<file path="config.mk">
export PLATFORM = sky130hd
export DESIGN_NAME = mux_rr_stream
export DESIGN_NICKNAME = d
export VERILOG_FILES = /design/src/rtl/mux_rr_stream_pkg.sv /design/src/rtl/mux_rr_stream_rr_arbiter.sv /design/src/rtl/mux_rr_stream.sv
export SDC_FILE = /design/constraint.sdc
export NUM_CORES = 1
export LEC_CHECK = 0
export CAP_MARGIN = 10
export CORE_MARGIN = 5
export CORE_UTILIZATION = 28
export CTS_CLUSTER_DIAMETER = 30
export DETAILED_ROUTE_END_ITERATION = 8
export PLACE_DENSITY = 0.7
export SLEW_MARGIN = 5
export SYNTH_ARGS = -nofsm -noshare
export SYNTH_HDL_FRONTEND = slang
export SYNTH_SLANG_ARGS = --single-unit
</file>
<file path="constraint.sdc">
create_clock -name Clk -period 1.51 [get_ports Clk]
set_clock_uncertainty 0.15 [all_clocks]
set_input_delay 0.302 -clock Clk [delete_from_list [all_inputs] [get_ports Clk]]
set_output_delay 0.302 -clock Clk [all_outputs]
set_load 0.02 [all_outputs]
</file>
<file path="src/rtl/mux_rr_stream_pkg.sv">
// Shared definitions for the registered round-robin stream multiplexer.
package mux_rr_stream_pkg;

   localparam int MODE_FIXED = 0;  // lowest requesting index wins
   localparam int MODE_RR    = 1;  // rotating priority starting at the pointer

   // Width of a channel index; a single channel still gets a 1-bit select.
   function automatic int clog2_min1(input int n);
      int w;
      w = 0;
      for (int i = 0; i < 31; i++) begin
         if ((1 << i) < n) w = i + 1;
      end
      return (w < 1) ? 1 : w;
   endfunction

endpackage

</file>
<file path="src/rtl/mux_rr_stream_rr_arbiter.sv">
// N-way arbiter: fixed priority or round-robin with an internal pointer.
module mux_rr_stream_rr_arbiter
   import mux_rr_stream_pkg::*;
#(
   parameter int N    = 2,
   parameter int MODE = MODE_RR,
   localparam int SW  = clog2_min1(N)
) (
   input  logic          Clk,
   input  logic          Clrn,
   input  logic [N-1:0]  req,
   input  logic          adv,
   output logic [N-1:0]  gnt,
   output logic [SW-1:0] gnt_idx
);

   logic [SW-1:0] ptr;
   logic          found;
   int            start;

   // Grant search: indices at or above the start point first, then wrap to 0.
   always_comb begin
      gnt     = '0;
      gnt_idx = '0;
      found   = 1'b0;
      start   = (MODE == MODE_RR) ? int'(ptr) : 0;
      for (int i = 0; i < N; i++) begin
         if (!found && req[i] && (i >= start)) begin
            found   = 1'b1;
            gnt[i]  = 1'b1;
            gnt_idx = SW'(i);
         end
      end
      for (int i = 0; i < N; i++) begin
         if (!found && req[i] && (i < start)) begin
            found   = 1'b1;
            gnt[i]  = 1'b1;
            gnt_idx = SW'(i);
         end
      end
   end

   // Pointer moves just past the winner on each accepted transfer; held at 0 in fixed mode.
   always_ff @(posedge Clk or negedge Clrn) begin
      if (!Clrn) begin
         ptr <= '0;
      end else if ((MODE == MODE_RR) && adv) begin
         ptr <= (gnt_idx == SW'(N - 1)) ? '0 : gnt_idx + 1'b1;
      end
   end

endmodule

</file>
<file path="src/rtl/mux_rr_stream.sv">
// N-input registered stream mux: arbiter, data select and a one-entry output stage.
module mux_rr_stream
   import mux_rr_stream_pkg::*;
#(
   parameter int N    = 2,
   parameter int W    = 5,
   parameter int MODE = MODE_RR,
   localparam int SW  = clog2_min1(N)
) (
   input  logic            Clk,
   input  logic            Clrn,
   input  logic [N-1:0]    In_valid,
   output logic [N-1:0]    In_ready,
   input  logic [N*W-1:0]  In_data,
   output logic            Out_valid,
   input  logic            Out_ready,
   output logic [W-1:0]    Out_data,
   output logic [SW-1:0]   Out_sel
);

   logic [N-1:0]  gnt;
   logic [SW-1:0] gnt_idx;
   logic          load_en;
   logic          adv;
   logic [W-1:0]  sel_data;

   logic          vld_p0;
   logic [W-1:0]  data_p0;
   logic [SW-1:0] sel_p0;

   // The output stage can take a new item when empty or draining this cycle.
   assign load_en  = !vld_p0 || Out_ready;
   // Clrn gating keeps every channel unacknowledged while reset is held.
   assign In_ready = gnt & {N{load_en & Clrn}};
   assign adv      = |In_ready;

   mux_rr_stream_rr_arbiter #(
      .N    (N),
      .MODE (MODE)
   ) u_arb (
      .Clk     (Clk),
      .Clrn    (Clrn),
      .req     (In_valid),
      .adv     (adv),
      .gnt     (gnt),
      .gnt_idx (gnt_idx)
   );

   // Pick the winning channel's data word.
   always_comb begin
      sel_data = '0;
      for (int i = 0; i < N; i++) begin
         if (gnt_idx == SW'(i)) sel_data = In_data[i*W +: W];
      end
   end

   // ---- stage p0: output register (load overrides drain on the same edge) ----
   always_ff @(posedge Clk or negedge Clrn) begin
      if (!Clrn) begin
         vld_p0  <= 1'b0;
         data_p0 <= '0;
         sel_p0  <= '0;
      end else if (adv) begin
         vld_p0  <= 1'b1;
         data_p0 <= sel_data;
         sel_p0  <= gnt_idx;
      end else if (Out_ready) begin
         vld_p0  <= 1'b0;
      end
   end

   assign Out_valid = vld_p0;
   assign Out_data  = data_p0;
   assign Out_sel   = sel_p0;

endmodule

</file>
* Word level (Yosys, flattened, before mapping)
Index checks and enable logic that the tools add are counted.
** Storage, ports and cells
- Bits of input ports :: 15
- Word-level logic and storage cells :: 28
- Flip-flop bits (word level) :: 8
- Output and inout bits :: 9
** Cells by class
- Add/subtract/negate cells :: 1
- Reductions and logical operators :: 10
- $lt $le $gt $ge :: 2
- Bitwise gates (word level) :: 2
- Mux-type cells :: 9
** Operators by type and width (number)
- 1-bit two-way mux :: 8
- 5-bit two-way mux :: 1
- 1-bit logical AND :: 4
- 1-bit logical NOT :: 3
- 2-bit bitwise AND :: 1
- 2-bit nonzero test :: 1
- 2-bit OR reduction :: 1
- 1-bit adder, second input constant :: 1
- 1-bit bitwise AND :: 1
- 1-bit >= comparator, first input constant :: 1
- 1-bit logical OR :: 1
- 1-bit less-than comparator, first input constant :: 1

* Logic depth before layout (Yosys ltp)
Gate-level depths: netlist of the first run.
- Depth in word-level cells :: 13
- Mapped depth :: 5
- Gate-level depth less buffers :: 3

* By module
From an unflattened synthesis of the first run, not the netlist that was laid out.
** Second synthesis, totals
- Cell total of the unflattened synthesis :: 32
- Area total of the unflattened synthesis :: 454.2 µm²
** By module, submodules not included
- mux_rr_stream :: cells an instance 25, seq. area each 175.2 µm², area an instance 370.4 µm², times used 1
- mux_rr_stream_rr_arbiter :: cells an instance 7, seq. area each 25.0 µm², area an instance 83.8 µm², times used 1

* Worst setup path after synthesis of the first run
No wires, ideal clock.
- Path type :: register -> register
- Start :: register vld_p0 (netlist: Out_valid)
- End :: register data_p0[0] (netlist: Out_data[0])
- Arrival time :: 1221 ps
- Setup slack :: 13 ps
- Setup time :: 126 ps
- Cell stages (with the launch flop) :: 5
- Data required time :: 1234 ps
- Path buffers :: 1
- Cell sequence :: dfrtp_1 -> nand2b_1 -> and4_4 -> buf_6 -> a221o_1
** Between the ends
- Word-level cells in the longest chain between the ends :: 5
** Ends and longest elaborated chain
- start, declared :: RTL line mux_rr_stream.sv:27 : logic vld_p0;
- start signal, assigned :: RTL line mux_rr_stream.sv:60 : vld_p0 <= 1'b0;
- start signal, assigned :: RTL line mux_rr_stream.sv:64 : vld_p0 <= 1'b1;
- start signal, assigned :: RTL line mux_rr_stream.sv:68 : vld_p0 <= 1'b0;
- 1-bit logical NOT :: RTL line mux_rr_stream.sv:32 : assign load_en = !vld_p0 || Out_ready;
- 1-bit logical OR :: RTL line mux_rr_stream.sv:32
- 1-bit bitwise AND :: RTL line mux_rr_stream.sv:34 : assign In_ready = gnt & {N{load_en & Clrn}};
- 2-bit bitwise AND :: RTL line mux_rr_stream.sv:34
- via In_ready[0] :: RTL line mux_rr_stream.sv:13 : output logic [N-1:0] In_ready,
- 2-bit OR reduction :: RTL line mux_rr_stream.sv:35 : assign adv = |In_ready;
- end signal, assigned :: RTL line mux_rr_stream.sv:65 : data_p0 <= sel_data;
- end, declared :: RTL line mux_rr_stream.sv:28 : logic [W-1:0] data_p0;
The timed path passes the listed nets, and every way through them passes these cells.
A chain may end at the register's enable or synchronous reset.

* Final worst setup path of the first run
- Start :: register u_arb.ptr
- End :: output In_ready[1]
** Between the ends
- Word-level cells in the longest chain between the ends :: 7
** Ends and longest elaborated chain
- start, declared :: RTL line mux_rr_stream_rr_arbiter.sv:17 : logic [SW-1:0] ptr;
- start signal, assigned :: RTL line mux_rr_stream_rr_arbiter.sv:48 : ptr <= (gnt_idx == SW'(N - 1)) ? '0 : gnt_idx + 1'b1;
- 1-bit >= comparator :: RTL line mux_rr_stream_rr_arbiter.sv:28 : if (!found && req[i] && (i >= start)) begin
- 1-bit logical AND :: RTL line mux_rr_stream_rr_arbiter.sv:28
- 1-bit two-way mux :: RTL line mux_rr_stream_rr_arbiter.sv:28
- 1-bit logical NOT :: RTL line mux_rr_stream_rr_arbiter.sv:28
- 1-bit logical AND :: RTL line mux_rr_stream_rr_arbiter.sv:28
- 1-bit two-way mux :: RTL line mux_rr_stream_rr_arbiter.sv:28
- 2-bit bitwise AND :: RTL line mux_rr_stream.sv:34
- end, declared :: RTL line mux_rr_stream.sv:13
Every way passes these cells.

==> results of run 1 <==
## report_power, final
| part | switching [mW] | internal, mW | leakage [nW] | total (mW) |
|---|---|---|---|---|
| Sequential | 0.0307 | 0.261 | 0.0967 | 0.292 |
| Clock | 0.0698 | 0.0908 | 0.0138 | 0.161 |
| Combinational | 0.149 | 0.150 | 0.253 | 0.299 |
| Total | 0.250 | 0.502 | 0.363 | 0.752 |
## final cells by class
class,instances,area [um^2],area share [%]
repair buffers,33,295,38.7
multi-input cells,25,215,28.2
flip-flops and latches,8,200,26.2
clock buffers,3,22.5,2.95
well taps,15,18.8,2.46
inverters,3,11.3,1.48
## worst max-delay path: cells and delay by family (launching register included)
kind,cells,cell delay [ns]
flops,1,0.42
simple gates,2,0.30
buf+inv,2,0.20
## kinds of logic (layout without fill, tap and decap cells)
kind of cell	Yosys count	in the layout
simple gates	17	17
compound gates	8	8
flops	8	8
buf+inv	5	39
## stage by stage
| stage | hold WS, ns | setup TNS (ns) |
|---|---|---|
| 2_1_floorplan | -0.144 | 0 |
| 3_3_place_gp | 0.345 | -3.74 |
| 3_5_place_dp | 0.355 | -3.94 |
| 4_1_cts | 0.322 | -0.142 |
| 5_1_grt | 0.355 | -0.421 |
| 6_report | 0.333 | -0.145 |
## flip-flops by register name (all words and copies together), names as in the netlist
signal,flops
Out_data,5
Out_sel,1
Out_valid,1
u_arb.ptr,1
## cells in the mapped netlist
cell	n	area, um^2
a21o_2	1	8.76
a221o_1	5	50.1
and2b_1	1	7.51
and4_4	1	11.3
buf_6	2	22.5
dfrtp_1	8	200
inv_1	3	11.3
nand2_1	6	22.5
nand2_2	1	6.26
nand2b_1	1	6.26
nand4b_1	1	8.76
nor2b_1	1	6.26
nor4_1	5	31.3
o211ai_1	1	7.51
o21ai_0	1	5.00
## cells in the final DEF (no fill, tap or decap)
cell type        synthesis  layout
buf_2                    0       1
buf_4                    0       8
nand2_1                  6       6
dlygate4sd2_1            0      10
dfrtp_1                  8       8
nor4_2                   0       3
dlygate4sd3_1            0       2
and4_4                   1       1
o211ai_1                 1       1
nor4_4                   0       1
nand2b_4                 0       1
clkdlybuf4s50_1          0      10
a21o_2                   1       1
and2b_1                  1       1
inv_1                    3       3
a221o_1                  5       5
nor4_1                   5       1
buf_6                    2       2
nand2_2                  1       1
nand4b_1                 1       1
nor2b_2                  0       1
o21ai_0                  1       1
clkbuf_4                 0       3
## timing repair
item	in CTS	in global routing
pin swaps	2	1
endpoints found under the hold margin	8	0
buffers inserted	1	1
resized for setup	28	5
hold buffers	2	0
endpoints found under the setup margin	14	4
## path summary, 6_finish.rpt
path / slack [ns] / end / startpoint
setup reg to reg: 0.01 / Out_data[4]$_DFFE_PN0P_ / Out_valid$_DFFE_PN0P_
hold reg to reg: 0.36 / Out_data[1]$_DFFE_PN0P_ / Out_data[1]$_DFFE_PN0P_
min in group asynchronous: 0.54 / u_arb.ptr$_DFFE_PN0P_ / Clrn
max in group asynchronous: 0.49 / Out_data[3]$_DFFE_PN0P_ / Clrn
hold / removal: 0.33 / Out_valid$_DFFE_PN0P_ / Out_ready
setup / recovery: -0.10 / In_ready[1] / u_arb.ptr$_DFFE_PN0P_
## routing by layer
layer	wire (um)	vias up
li1	-	213
met1	558	197
met2	711	17
met3	94	0
met4	0	0
met5	0	-
==> out/results.txt, run 1 <==
Status: complete, but fails checks
Failing checks: setup timing
Fin crit period: 1.61 ns
Largest net degree at the start of global routing: 8
Critical Path Source Type: flip-flop
# port buffers: 23
Ys Warns: 0
Critical Path Slowest Stage Cell: dfrtp_1
VDD IR max: 423 uV
Adder-Cell Fraction of Synth Area: 0%
Crit path largest cell delay: 0.42 ns
Multiplexer area fraction after synthesis: 0%
#FFs+latches synth: 8
Post-placement setup slack: -0.742 ns
Nets: 89
Setup Viol. Count Final: 2
H-tree depth: 1
Syn Inst Count: 38
Max Freq: 619 MHz
Number of cells after detailed placement: 81
Initial antenna violation count: 0
Non-filler instance count after layout: 87
Sequential area share after synthesis: 49.4%
Cell Chain, Critical Path: nor2b_2 > nand4b_1 > inv_1 > buf_6
Total Power: 0.752 mW
Routed Antenna Nets: 0
Max Cap Viol: 0
Vias per Instance: 4.91
Power Dens Cells: 985 nW/um^2
CORE AREA: 1330 um^2
Final hold vios: 0
GR Util met2: 16.9%
Crit Path Class: flip-flop to primary output
Area share of xor/xnor cells in the synthesized design: 0%
Die area: 2310 um^2
Finished Core Util: 57.2%
WL per Instance: 15.7 um
Met1 Use GR: 13.6%
Fin area: 763 um^2
Largest family of logic cells by synthesized area: simple AND/OR/NAND/NOR gates
Root Driver: clkbuf_4
Slew Limit Fails: 0
Initial Utilization: 30.4%
Period utilization: 107%
GPL Wtd Cong: 0.712
DR vias: 427
FILL cells: 129
Synth Area in Compound Gates: 17.6%
Sink Count: 8
CTS tree: built
DRC violations left: 0
Skew-Pair Late Insertion Delay: 0.25 ns
Least-Margin Pin Slew: 0.545 ns
Gr busiest metal: met2
WHS Path Cells: 3
Rel. slew slack: 63.5%
Post-place instance area: 684 um^2
Max Root-Sink Buffers: 2
# IOs: 24
Worst Path Required: 1.06 ns
CP max FO: 3
Synth cell types: 15
First-pass DRT Iterations: 4
CP arrival: 1.16 ns
Synth Area in Simple Gates: 24.7%
Setup WS post-layout: -0.105 ns
Initial DRC Count: 8
Rows: 13
Syn_area_per_cell: 10.7 um^2
Remaining Overflow, GRT: 0
GRT Total Usage: 11.1%
CTS buffer count: 3
Reg2reg path depth: 4
Cell Area, Synth: 405 um^2
Layout cells sized above 1: 31.9%
Die W: 48.1 um
Syn nets: 53
Worst hold path class: input pin to flip-flop
Met3 Usage GRT: 6.02%
CTS clk-pin slew, worst paths: 0.06 ns
Global-route wire length before repair: 1710 um
Die Ht: 48.1 um
Number of global-route vias before repair: 401
RSZ-0062 raised after global routing: yes
Pleak: 0.363 nW
Post-Route WL: 1370 um
CP endpoint kind: primary output
Synthesis-to-layout area growth: 88.3%
ANT cells: 0
Power figures use the tool's default switching activity.
==> run 2, diff against run 1 <==
- clock period: 1.51 -> 1.7 ns (I/O delays scaled with it)
==> run 2 against run 1 <==
  * The run now ends clean
  * Clock-buffer cell count stayed put
  * Register-to-register slack better by 0.26 ns
  * Sequential share of layout area up 1.8 points
  * Via count down 5.2%
  * Combinational power is 17% lower
  * Sequential cell count is the same
  * First-iteration DRC count fell by 88%
  * Clock power decreased by 11%
  * Sequential power down 12%
  * Routed wire length is 16% lower
  * Power down 14%
==> out/results.txt, run 2 (synthesized netlist as in run 1, its figures left out) <==
Met3 Usage GRT: 6.02%
Power Dens Cells: 911 nW/um^2
Initial antenna violation count: 0
First-pass DRT Iterations: 3
ANT cells: 0
Crit path largest cell delay: 0.24 ns
Initial DRC Count: 1
Setup Viol. Count Final: 0
GPL Wtd Cong: 0.712
Met1 Use GR: 14.1%
Critical Path Slowest Stage Cell: dlygate4sd2_1
Worst Path Required: 1.21 ns
Rows: 13
Period utilization: 96.7%
Vias per Instance: 4.76
Number of global-route vias before repair: 382
Max Root-Sink Buffers: 2
DR vias: 405
Die W: 48.1 um
VDD IR max: 366 uV
Die area: 2310 um^2
Max reg flops: 5
# port buffers: 23
Synthesis-to-layout area growth: 75.9%
H-tree depth: 1
Cell Chain, Critical Path: dlygate4sd2_1 > nor2b_2 > nand4b_1 > inv_1 > buf_6
Gr busiest metal: met2
Post-Route WL: 1150 um
Flop2flop setup slack: 0.27 ns
CP endpoint kind: primary output
GRT Total Usage: 11.0%
Crit Path Class: input pin to primary output
Max Freq: 608 MHz
Total Power: 0.650 mW
Skew-Pair Late Insertion Delay: 0.25 ns
Nets: 87
Largest net degree at the start of global routing: 8
WP buf/inv: 3
GR Util met2: 15.8%
Initial Utilization: 30.4%
CORE AREA: 1330 um^2
Finished Core Util: 53.5%
Die Ht: 48.1 um
Pleak: 0.359 nW
Routed Antenna Nets: 0
CTS buffer count: 3
Root Driver: clkbuf_4
Layout cells sized above 1: 25.7%
CP arrival: 1.15 ns
Critical Path Source Type: input pin
Max Cap Viol: 0
Status: finished clean
# IOs: 24
Worst hold path class: input pin to asynchronous set/reset pin
Slew Limit Fails: 0
CTS clk-pin slew, worst paths: 0.05 ns
Least-Margin Pin Slew: 0.518 ns
RSZ-0062 raised after global routing: yes
Commonest cells after routing, fill and taps aside: dlygate4sd2_1, clkdlybuf4s50_1, buf_4
Global-route wire length before repair: 1700 um
Final hold vios: 0
Fin crit period: 1.64 ns
Critical path's top delay family: buffers and inverters
Remaining Overflow, GRT: 0
CP max FO: 3
Rel. slew slack: 65.3%
Sink Count: 8
CTS tree: built
DRC violations left: 0
WL per Instance: 13.5 um
## run 2: where the power goes
part           internal (mW)  switching, mW
Sequential             0.232         0.0260
Clock                 0.0806         0.0627
Combinational          0.130          0.118
Total                  0.442          0.207
## run 2: routing by layer
layer  share of wire (%)  wire, um
met1                  40       461
met2                  51       582
met3                 9.2       106
met4                   0         0
met5                   0         0
## run 2: repair_timing
| item | 4_1_cts | 5_1_grt |
|---|---|---|
| hold buffers | 0 | 0 |
| setup endpoints to repair | 8 | 2 |
| buffers inserted | 0 | 1 |
| pin swaps | 1 | 0 |
| resized for setup | 23 | 1 |
## run 2: final cells by class
cell class              instances  area (um^2)
clock buffers                   3         22.5
fillers                       127          621
inverters                       3         11.3
multi-input cells              25          181
flip-flops and latches          8          200
well taps                      15         18.8
repair buffers                 31          279
## run 2: path summary, 6_finish.rpt
path,start,to,depth (start not counted)
max,In_valid[0],In_ready[1],5
min,Clrn,Out_valid$_DFFE_PN0P_,2
max reg2reg,Out_valid$_DFFE_PN0P_,Out_data[1]$_DFFE_PN0P_,4
min reg2reg,Out_data[2]$_DFFE_PN0P_,Out_data[2]$_DFFE_PN0P_,1
max in group asynchronous,Clrn,Out_data[2]$_DFFE_PN0P_,2
min in group Clk,Out_data[2]$_DFFE_PN0P_,Out_data[2]$_DFFE_PN0P_,1
## run 2: per-stage QoR
stage / instance area (um^2) / instances / setup slack, ns / hold slack, ns / setup TNS, ns
final: 713 / 85 / 0.0559 / 0.0375 / 0
after global routing: 713 / 85 / -0.0282 / 0.0444 / -0.0282
after CTS: 703 / 84 / 0.00655 / 0.0226 / 0
after detailed placement: 684 / 81 / -0.628 / 0.355 / -2.49
after global placement: 684 / 81 / -0.594 / 0.345 / -2.31
after floorplan: 405 / 38 / 0.203 / -0.106 / 0
